## config.mk

```make
export PLATFORM = sky130hd
export DESIGN_NAME = hl_west_io_ctrl
export DESIGN_NICKNAME = d
export VERILOG_FILES = /design/src/rtl/hl_west_io_ctrl.sv
export SDC_FILE = /design/constraint.sdc
export NUM_CORES = 1
export LEC_CHECK = 0
export CAP_MARGIN = 40
export CORE_UTILIZATION = 45
export CTS_CLUSTER_SIZE = 28
export DETAILED_ROUTE_END_ITERATION = 6
export PLACE_DENSITY = 0.76
export SLEW_MARGIN = 0
export SYNTH_ARGS = -nofsm -noshare
export SYNTH_HDL_FRONTEND = slang
export SYNTH_SLANG_ARGS = --single-unit
```

## constraint.sdc

```tcl
create_clock -name clock -period 1.7 [get_ports clock]
set_input_delay 0.34 -clock clock [delete_from_list [all_inputs] [get_ports clock]]
set_output_delay 0.34 -clock clock [all_outputs]
set_load 0.03 [all_outputs]
```

## src/rtl/hl_west_io_ctrl.sv

```systemverilog
// Control stage for the 4-slice west IO pad wrapper.
// Holds a small register file that drives every per-pad control. It also synchronises
// the pad receiver returns and latches sticky rising-edge status.
// A power-up sequencer keeps the pads high-Z until its counter expires.
module hl_west_io_ctrl #(
    parameter int unsigned PWRUP_CYCLES = 16,
    parameter int unsigned SYNC_STAGES  = 2
) (
    input  logic       clock,
    input  logic       reset,
    // SoC register port
    input  logic       req_valid,
    output logic       req_ready,
    input  logic       req_write,
    input  logic [2:0] req_addr,
    input  logic [7:0] req_wdata,
    output logic       resp_valid,
    output logic [7:0] resp_rdata,
    // Status
    output logic       irq,
    output logic       pwrup_done,
    // Pad wrapper controls, bit i drives slice i
    output logic [3:0] pad_dq,
    output logic [3:0] pad_drv0,
    output logic [3:0] pad_drv1,
    output logic [3:0] pad_drv2,
    output logic [3:0] pad_enabq,
    output logic [3:0] pad_enq,
    output logic [3:0] pad_pd,
    output logic [3:0] pad_ppen,
    output logic [3:0] pad_prg_slew,
    output logic [3:0] pad_puq,
    output logic [3:0] pad_pwrup_pull_en,
    output logic [3:0] pad_pwrupzhl,
    // Pad receiver outputs, asynchronous to clock
    input  logic [3:0] pad_outi
);

    // Register addresses
    localparam logic [2:0] ADDR_OUT  = 3'd0;
    localparam logic [2:0] ADDR_OE   = 3'd1;
    localparam logic [2:0] ADDR_IN   = 3'd2;
    localparam logic [2:0] ADDR_EDGE = 3'd3;

    // CFG reset value: drv=001, ppen=1, ie=1
    localparam logic [7:0] CFG_RST = 8'hC1;

    // Last counter value of the power-up window
    localparam logic [7:0] PWRUP_LAST = 8'(PWRUP_CYCLES - 1);

    typedef enum logic [0:0] {
        StPwrup,
        StRun
    } state_t;

    // Power-up sequencer state
    state_t     r_state;
    logic [7:0] r_cnt;
    logic       r_pwrup_done;
    logic       r_req_ready;

    // Register file
    logic [3:0] r_out;
    logic [3:0] r_oe;
    logic [3:0] r_edge;
    logic [7:0] r_cfg [4];

    // Input synchroniser and previous-sample for edge detection
    logic [3:0] r_sync [SYNC_STAGES];
    logic [3:0] r_in_prev;

    // Response path
    logic       r_resp_valid;
    logic [7:0] r_resp_rdata;

    // Combinational helpers
    logic       w_accept;
    logic       w_wr;
    logic [3:0] w_in;
    logic [3:0] w_ie;
    logic [3:0] w_rise;
    logic [3:0] w_w1c;
    logic [7:0] w_rd_data;

    assign w_accept = req_valid & r_req_ready;
    assign w_wr     = w_accept & req_write;
    assign w_in     = r_sync[SYNC_STAGES-1];

    // Gather the per-slice input-enable bits
    always_comb begin
        w_ie = '0;
        for (int i = 0; i < 4; i++) begin
            w_ie[i] = r_cfg[i][7];
        end
    end

    // A rising edge only counts on slices whose receiver is enabled
    assign w_rise = w_in & ~r_in_prev & w_ie;
    assign w_w1c  = (w_wr && (req_addr == ADDR_EDGE)) ? req_wdata[3:0] : 4'h0;

    // Power-up sequencer: count out the high-Z window, then run until reset
    always_ff @(posedge clock) begin
        if (reset) begin
            r_state      <= StPwrup;
            r_cnt        <= 8'h00;
            r_pwrup_done <= 1'b0;
            r_req_ready  <= 1'b0;
        end else begin
            unique case (r_state)
                StPwrup: begin
                    r_cnt <= r_cnt + 8'h01;
                    if (r_cnt == PWRUP_LAST) begin
                        r_state      <= StRun;
                        r_pwrup_done <= 1'b1;
                        r_req_ready  <= 1'b1;
                    end
                end
                StRun: begin
                    r_pwrup_done <= 1'b1;
                    r_req_ready  <= 1'b1;
                end
                default: begin
                    r_state <= StPwrup;
                end
            endcase
        end
    end

    // Writable control registers; IN is read-only and EDGE is handled separately
    always_ff @(posedge clock) begin
        if (reset) begin
            r_out <= 4'h0;
            r_oe  <= 4'h0;
            for (int i = 0; i < 4; i++) begin
                r_cfg[i] <= CFG_RST;
            end
        end else if (w_wr) begin
            if (req_addr == ADDR_OUT) begin
                r_out <= req_wdata[3:0];
            end
            if (req_addr == ADDR_OE) begin
                r_oe <= req_wdata[3:0];
            end
            if (req_addr[2]) begin
                r_cfg[req_addr[1:0]] <= req_wdata;
            end
        end
    end

    // Sticky edge status; a new edge beats a same-cycle write-1-to-clear
    always_ff @(posedge clock) begin
        if (reset) begin
            r_edge <= 4'h0;
        end else begin
            r_edge <= (r_edge & ~w_w1c) | w_rise;
        end
    end

    // Multi-flop synchroniser for the asynchronous pad returns
    always_ff @(posedge clock) begin
        if (reset) begin
            for (int s = 0; s < SYNC_STAGES; s++) begin
                r_sync[s] <= 4'h0;
            end
            r_in_prev <= 4'h0;
        end else begin
            r_sync[0] <= pad_outi;
            for (int s = 1; s < SYNC_STAGES; s++) begin
                r_sync[s] <= r_sync[s-1];
            end
            r_in_prev <= w_in;
        end
    end

    // Read mux; value is captured at acceptance, before that edge's write lands
    always_comb begin
        w_rd_data = 8'h00;
        case (req_addr)
            ADDR_OUT:  w_rd_data = {4'h0, r_out};
            ADDR_OE:   w_rd_data = {4'h0, r_oe};
            ADDR_IN:   w_rd_data = {4'h0, w_in};
            ADDR_EDGE: w_rd_data = {4'h0, r_edge};
            default:   w_rd_data = r_cfg[req_addr[1:0]];
        endcase
    end

    // One-cycle response for every accepted request; writes return zero
    always_ff @(posedge clock) begin
        if (reset) begin
            r_resp_valid <= 1'b0;
            r_resp_rdata <= 8'h00;
        end else begin
            r_resp_valid <= w_accept;
            r_resp_rdata <= (w_accept && !req_write) ? w_rd_data : 8'h00;
        end
    end

    assign req_ready  = r_req_ready;
    assign resp_valid = r_resp_valid;
    assign resp_rdata = r_resp_rdata;
    assign pwrup_done = r_pwrup_done;
    assign irq        = |r_edge;

    // Pad controls are decoded purely from flops, never from the request inputs
    always_comb begin
        pad_dq            = ~r_out;
        pad_enq           = ~(r_oe & {4{r_pwrup_done}});
        pad_pwrupzhl      = {4{~r_pwrup_done}};
        pad_pwrup_pull_en = {4{~r_pwrup_done}};
        pad_drv0          = '0;
        pad_drv1          = '0;
        pad_drv2          = '0;
        pad_prg_slew      = '0;
        pad_puq           = '0;
        pad_pd            = '0;
        pad_ppen          = '0;
        pad_enabq         = '0;
        for (int i = 0; i < 4; i++) begin
            pad_drv0[i]     = r_cfg[i][0];
            pad_drv1[i]     = r_cfg[i][1];
            pad_drv2[i]     = r_cfg[i][2];
            pad_prg_slew[i] = r_cfg[i][3];
            pad_puq[i]      = ~r_cfg[i][4];
            pad_pd[i]       = r_cfg[i][5];
            pad_ppen[i]     = r_cfg[i][6];
            pad_enabq[i]    = ~r_cfg[i][7];
        end
    end

endmodule
```

=== Word level (Yosys, flattened, before mapping) ===
Memory sizes are Yosys's and may differ from the RTL's.
Index checks and enable logic that the tools add are counted.

* Memory bits (read-only): 0
* Logic and storage cells: 68
* Flip-flop bits (word level): 35
* Bits in latches: 0
* Bits in writable memories: 40
* Output and inout port bits: 60
* Memories: 2

* Magnitude comparators: 0
* Divide/modulo/power cells: 0
* Shifts and indexed selects: 0
* Equal/unequal tests: 5
* Mux-type cells: 18
* Bitwise operators: 24
* Reduce and logical (&&, ||, !) cells: 9
* Add/subtract/negate cells: 1
* $mul: 0

{| class="wikitable"
|+ Memories
! memory !! depth !! width !! rd ports !! clocked after Yosys merged registers in !! write ports !! line !! source
|-
| r_cfg || 4 || 8 || 5 || 0 || 4 || 66 || <nowiki>logic [7:0] r_cfg [4];</nowiki>
|-
| r_sync || 2 || 4 || 2 || 0 || 2 || 69 || <nowiki>logic [3:0] r_sync [SYNC_STAGES];</nowiki>
|}

{| class="wikitable"
|+ Operator list
! cell !! number
|-
| case mux 8 bit (4 select lines) || 1
|-
| AND 4 bit || 4
|-
| inverter 4 bit || 4
|-
| 2-to-1 mux 4 bit || 3
|-
| 2-to-1 mux 1 bit || 11
|-
| inverter 1 bit || 11
|-
| adder 8 x 1 -> 8 bit, second input constant || 1
|-
| equality test 8 x 4 -> 1 bit, second input constant || 1
|-
| 2-to-1 mux 8 bit || 1
|-
| OR reduction 8 bit || 1
|-
| equality test 3 x 2 -> 1 bit, second input constant || 2
|-
| OR 4 bit || 1
|-
| AND reduction 2 bit || 2
|-
| OR reduction 4 bit || 1
|-
| equality test 3 x 1 -> 1 bit, second input constant || 1
|-
| logical NOT 3 bit || 1
|-
| AND 1 bit || 2
|-
| logical AND 1 bit || 2
|-
| 2-to-1 mux 2 bit || 1
|-
| inequality test 2 bit, second input constant || 1
|-
| OR 1 bit || 2
|-
| case mux 1 bit (2 select lines) || 1
|-
| OR reduction 2 bit || 1
|-
| logical NOT 1 bit || 1
|}

=== Longest topological paths before layout ===
* Depth in word-level cells: 7
* Mapped depth: 6
* Depth with buffers taken out: 4

=== Worst setup path before layout ===
Ideal clock, no wire load.

* Kind: register to register
* From: register r_req_ready, in the netlist req_ready
* To: memory r_cfg[3][0], enable pin
* Setup slack: -234 ps
* Arrival: 1,550 ps
* Data required time: 1,316 ps
* Cell stages (with the launch flop): 4
* Clock period less this slack: 1,934 ps
* Cell sequence: dfxtp_1 -> buf_2 -> nand4_1 -> o21ai_0

{| class="wikitable"
|+ RTL lines
! what !! line !! source
|-
| from (decl) || 60 || <nowiki>logic r_req_ready;</nowiki>
|-
| from (signal assigned) || 107 || <nowiki>r_req_ready <= 1'b0;</nowiki>
|-
| from (signal assigned) || 115 || <nowiki>r_req_ready <= 1'b1;</nowiki>
|-
| from (signal assigned) || 120 || <nowiki>r_req_ready <= 1'b1;</nowiki>
|-
| to (decl) || 66 ||
|}

=== Worst setup path in the final report ===
* From: register r_edge[3]
* To: output port irq

* Longest elaborated chain between the ends: 1

{| class="wikitable"
|+ RTL lines
! what !! line !! source
|-
| from (decl) || 65 || <nowiki>logic [3:0] r_edge;</nowiki>
|-
| from (signal assigned) || 155 || <nowiki>r_edge <= (r_edge & ~w_w1c) | w_rise;</nowiki>
|-
| OR reduction 4 bit || 202 || <nowiki>assign irq = |r_edge;</nowiki>
|-
| to (decl) || 20 || <nowiki>output logic irq,</nowiki>
|}

Every way passes these cells.

==> results.txt <==
Outcome: finished with violations
Failing checks: setup timing
Post-synthesis cell area: 3420 um2
Area of the multi-input gates: 1220 um2
Top cell type by total area after synthesis: edfxtp_1
Max-cap viol count: 0
Post-detail-place hpwl: 5950 um
Seq cells post-synth: 75
Hold EP: r_edge[1]
Mapped Nets: 332
Fin nets: 413
Commonest non-fill, non-tap cells in the layout: 43 x dlygate4sd2_1, 40 x dfxtp_1, 36 x buf_4
Worst setup path category: register to output port
Met3 usage: 4.80%
Min Hold Slack: 0.419 ns
Die width: 89.1 um
Post-synthesis cell type count: 43
Worst Hold Path Cells: 1
CTS tree: yes
CP required: 1.36 ns
Terminus of the critical flop-to-flop path: r_cfg[0][0]
Final hold vios: 0
FMAX: 586 MHz
WP depth: 2
DRT Wirelength: 8110 um
Syn_area_per_cell: 11.0 um2
CP bufs+invs: 1
Area of the die: 7950 um2
Largest net degree at the start of global routing: 28
Setup TNS: -0.00706 ns
IO buf count: 78
Top area cells in the synthesized netlist: edfxtp_1 28%, dfxtp_1 25%, buf_4 7.7%
Commonest non-fill, non-tap cell in the layout: dlygate4sd2_1
Initial core utilization: 46.9%
Floorplan core area: 7290 um2
Num rows: 31
First-pass GRT wire length: 12100 um
Clock-pin slew on the worst setup and hold paths: 0.07 ns
Final core occ: 61.5%
Leakage power: 1.86 nW
Critical R2R Launch: req_ready
Critical path's slowest cell: or4_4
Count of pins over their slew limit: 0
M2 GR Usage: 37.2%
Worst min path class: register to register
Pwr Density: 833 nW/um2
CP cell instances: or4_4, buf_6
Worst relative slew slack: 66.1%
Vias in the first global route: 2365
CP max FO: 2
Antenna diode count: 0
Top Usage Layer GRT: met2
Gp weighted congestion: 0.916
Cts hold-fix bufs: 0
Io pins: 79
Num CTS Buffers: 9
Clk sink count: 75
Internal reg-to-reg setup slack: 0.22 ns
Total Power: 0.00373 W
Worst path max stage delay: 0.53 ns
GRT Total Usage: 21.7%
DRC violation count after routing: 0
Register area: 1830 um2
Min cycle time layout: 1.71 ns
Worst Max-Slew Pin Slew: 0.496 ns
Synth warn: 0
Sequential share of the synthesized area: 53.3%
R2r worst-path depth: 3
Root buffer cell: clkbuf_8
Setup Viol. Count Final: 1
WL per Instance: 16.3 um
DR vias: 2533
Fillers: 659
Area Overhead vs Synth: 31.2%
Cell family with most CP delay: simple AND/OR/NAND/NOR gates
Worst EP arrival: 1.37 ns
Layout cells sized above 1: 20.9%
CP endpoint kind: output port
Drt first pass iters: 5
Crit path setup slack, layout: -0.00706 ns
Die height: 89.1 um
Worst setup SP type: register
Worst vdd ir: 430 uV
Via/cell ratio: 5.10
Synth top area share: 28.1%
Min-delay src: r_in_prev[1]
M1 GR Usage: 26.5%
Clk_skew: 0.00530 ns
Fin crit share: 100%
Worst-case clock buffer depth: 2
Initial antenna violation count: 0
Initial DRC count: 169
Htree depth: 3
Remaining antenna violation count after routing: 0
Clock latency on the worst-skew pair: 0.35 ns
Grt ovf: 0
RSZ-0062 raised after global routing: true
Cells after synthesis: 312
[registers in the layout (all words and copies together), names as in the netlist]
name and flops:
r_sync 8, r_edge 4, resp_valid 1, r_state 1, resp_rdata 8, r_cnt 8, r_cfg 32, r_out 4
req_ready 1, r_oe 4, r_in_prev 4
[stage by stage]
stage | worst slack, ns | cells | instance area (um2)
finish | -0.00706 | 497 | 4480
global route | -0.0708 | 497 | 4480
CTS | -0.0358 | 497 | 4480
detailed placement | -0.311 | 479 | 4300
global placement | -0.250 | 479 | 4300
floorplan | 0.0141 | 312 | 3430
[power by group]
group	leakage, nW	internal [W]	switching [W]
Combinational	1.11	0.000167	0.000186
Sequential	0.639	0.00191	0.0000282
Clock	0.113	0.000794	0.000649
Total	1.86	0.00287	0.000862
[repair_timing]
action                     CTS  global route
hold endpoints to repair     0             0
setup buffers                2             0
setup endpoints to repair   52            26
pin swaps                    0             3
gates resized for setup     63            13
[cells in the mapped netlist (all sizes together)]
master	number
a2111oi	4
a211oi	4
a21oi	6
a41oi	1
and2	14
and3b	1
and4	1
and4b	1
buf	40
clkbuf	6
dfxtp	43
edfxtp	32
ha	1
inv	20
mux2	8
mux2i	9
mux4	4
nand2	26
nand2b	9
nand3b	4
nand4	2
nand4b	3
nor2	12
nor2b	24
nor3	4
nor4	5
nor4b	1
o21ai	3
o22ai	4
o311ai	2
o31ai	3
o41ai	2
or2	2
or3	4
or3b	1
or4	2
xnor2	1
xor2	3
[area by class of cell]
class,instances,share of cell area (%)
clock buffer,12,3.68
sequential,75,40.8
tap,99,2.76
inverter,20,1.67
clock inverter,4,1.03
timing repair buffer,116,22.8
multi-input combinational,171,27.2
[worst max-delay path by stage]
stage | slack (ns) | startpoint | end
2_1_floorplan | 0.01 | req_ready | r_cfg[1][0]
3_3_place_gp | -0.25 | reset | r_cfg[3][7]
3_5_place_dp | -0.31 | reset | r_cfg[3][7]
4_1_cts | -0.04 | req_ready | pad_pwrup_pull_en[1]
5_1_grt | -0.07 | req_ready | pad_pwrupzhl[0]
6_report | -0.007 | r_edge[3] | irq
[logic make-up after synthesis]
kind of cell             after synthesis  share of synthesized area [%]
AND/OR/NAND/NOR                      116                           20.2
flip-flops                            75                           53.3
buffers and inverters                 66                           11.3
AO/OA/AOI/OAI                         29                           5.90
multiplexers                          21                           7.91
XOR/XNOR                               4                           1.03
adder cells (fa/ha/maj)                1                          0.366
[per-layer routing]
metal	up-vias	wire length [um]
met5	-	0
met4	0	181
met1	1191	3340
li1	1210	-
met3	20	553
met2	112	4040
[worst register-to-register path, cell delays in order, from the launching register on]
cell and delay, ns:
dfxtp_4 0.42, and3b_2 0.26, and4b_1 0.27, or2_4 0.24
No activity file was read; power rests on OpenSTA's default activity.
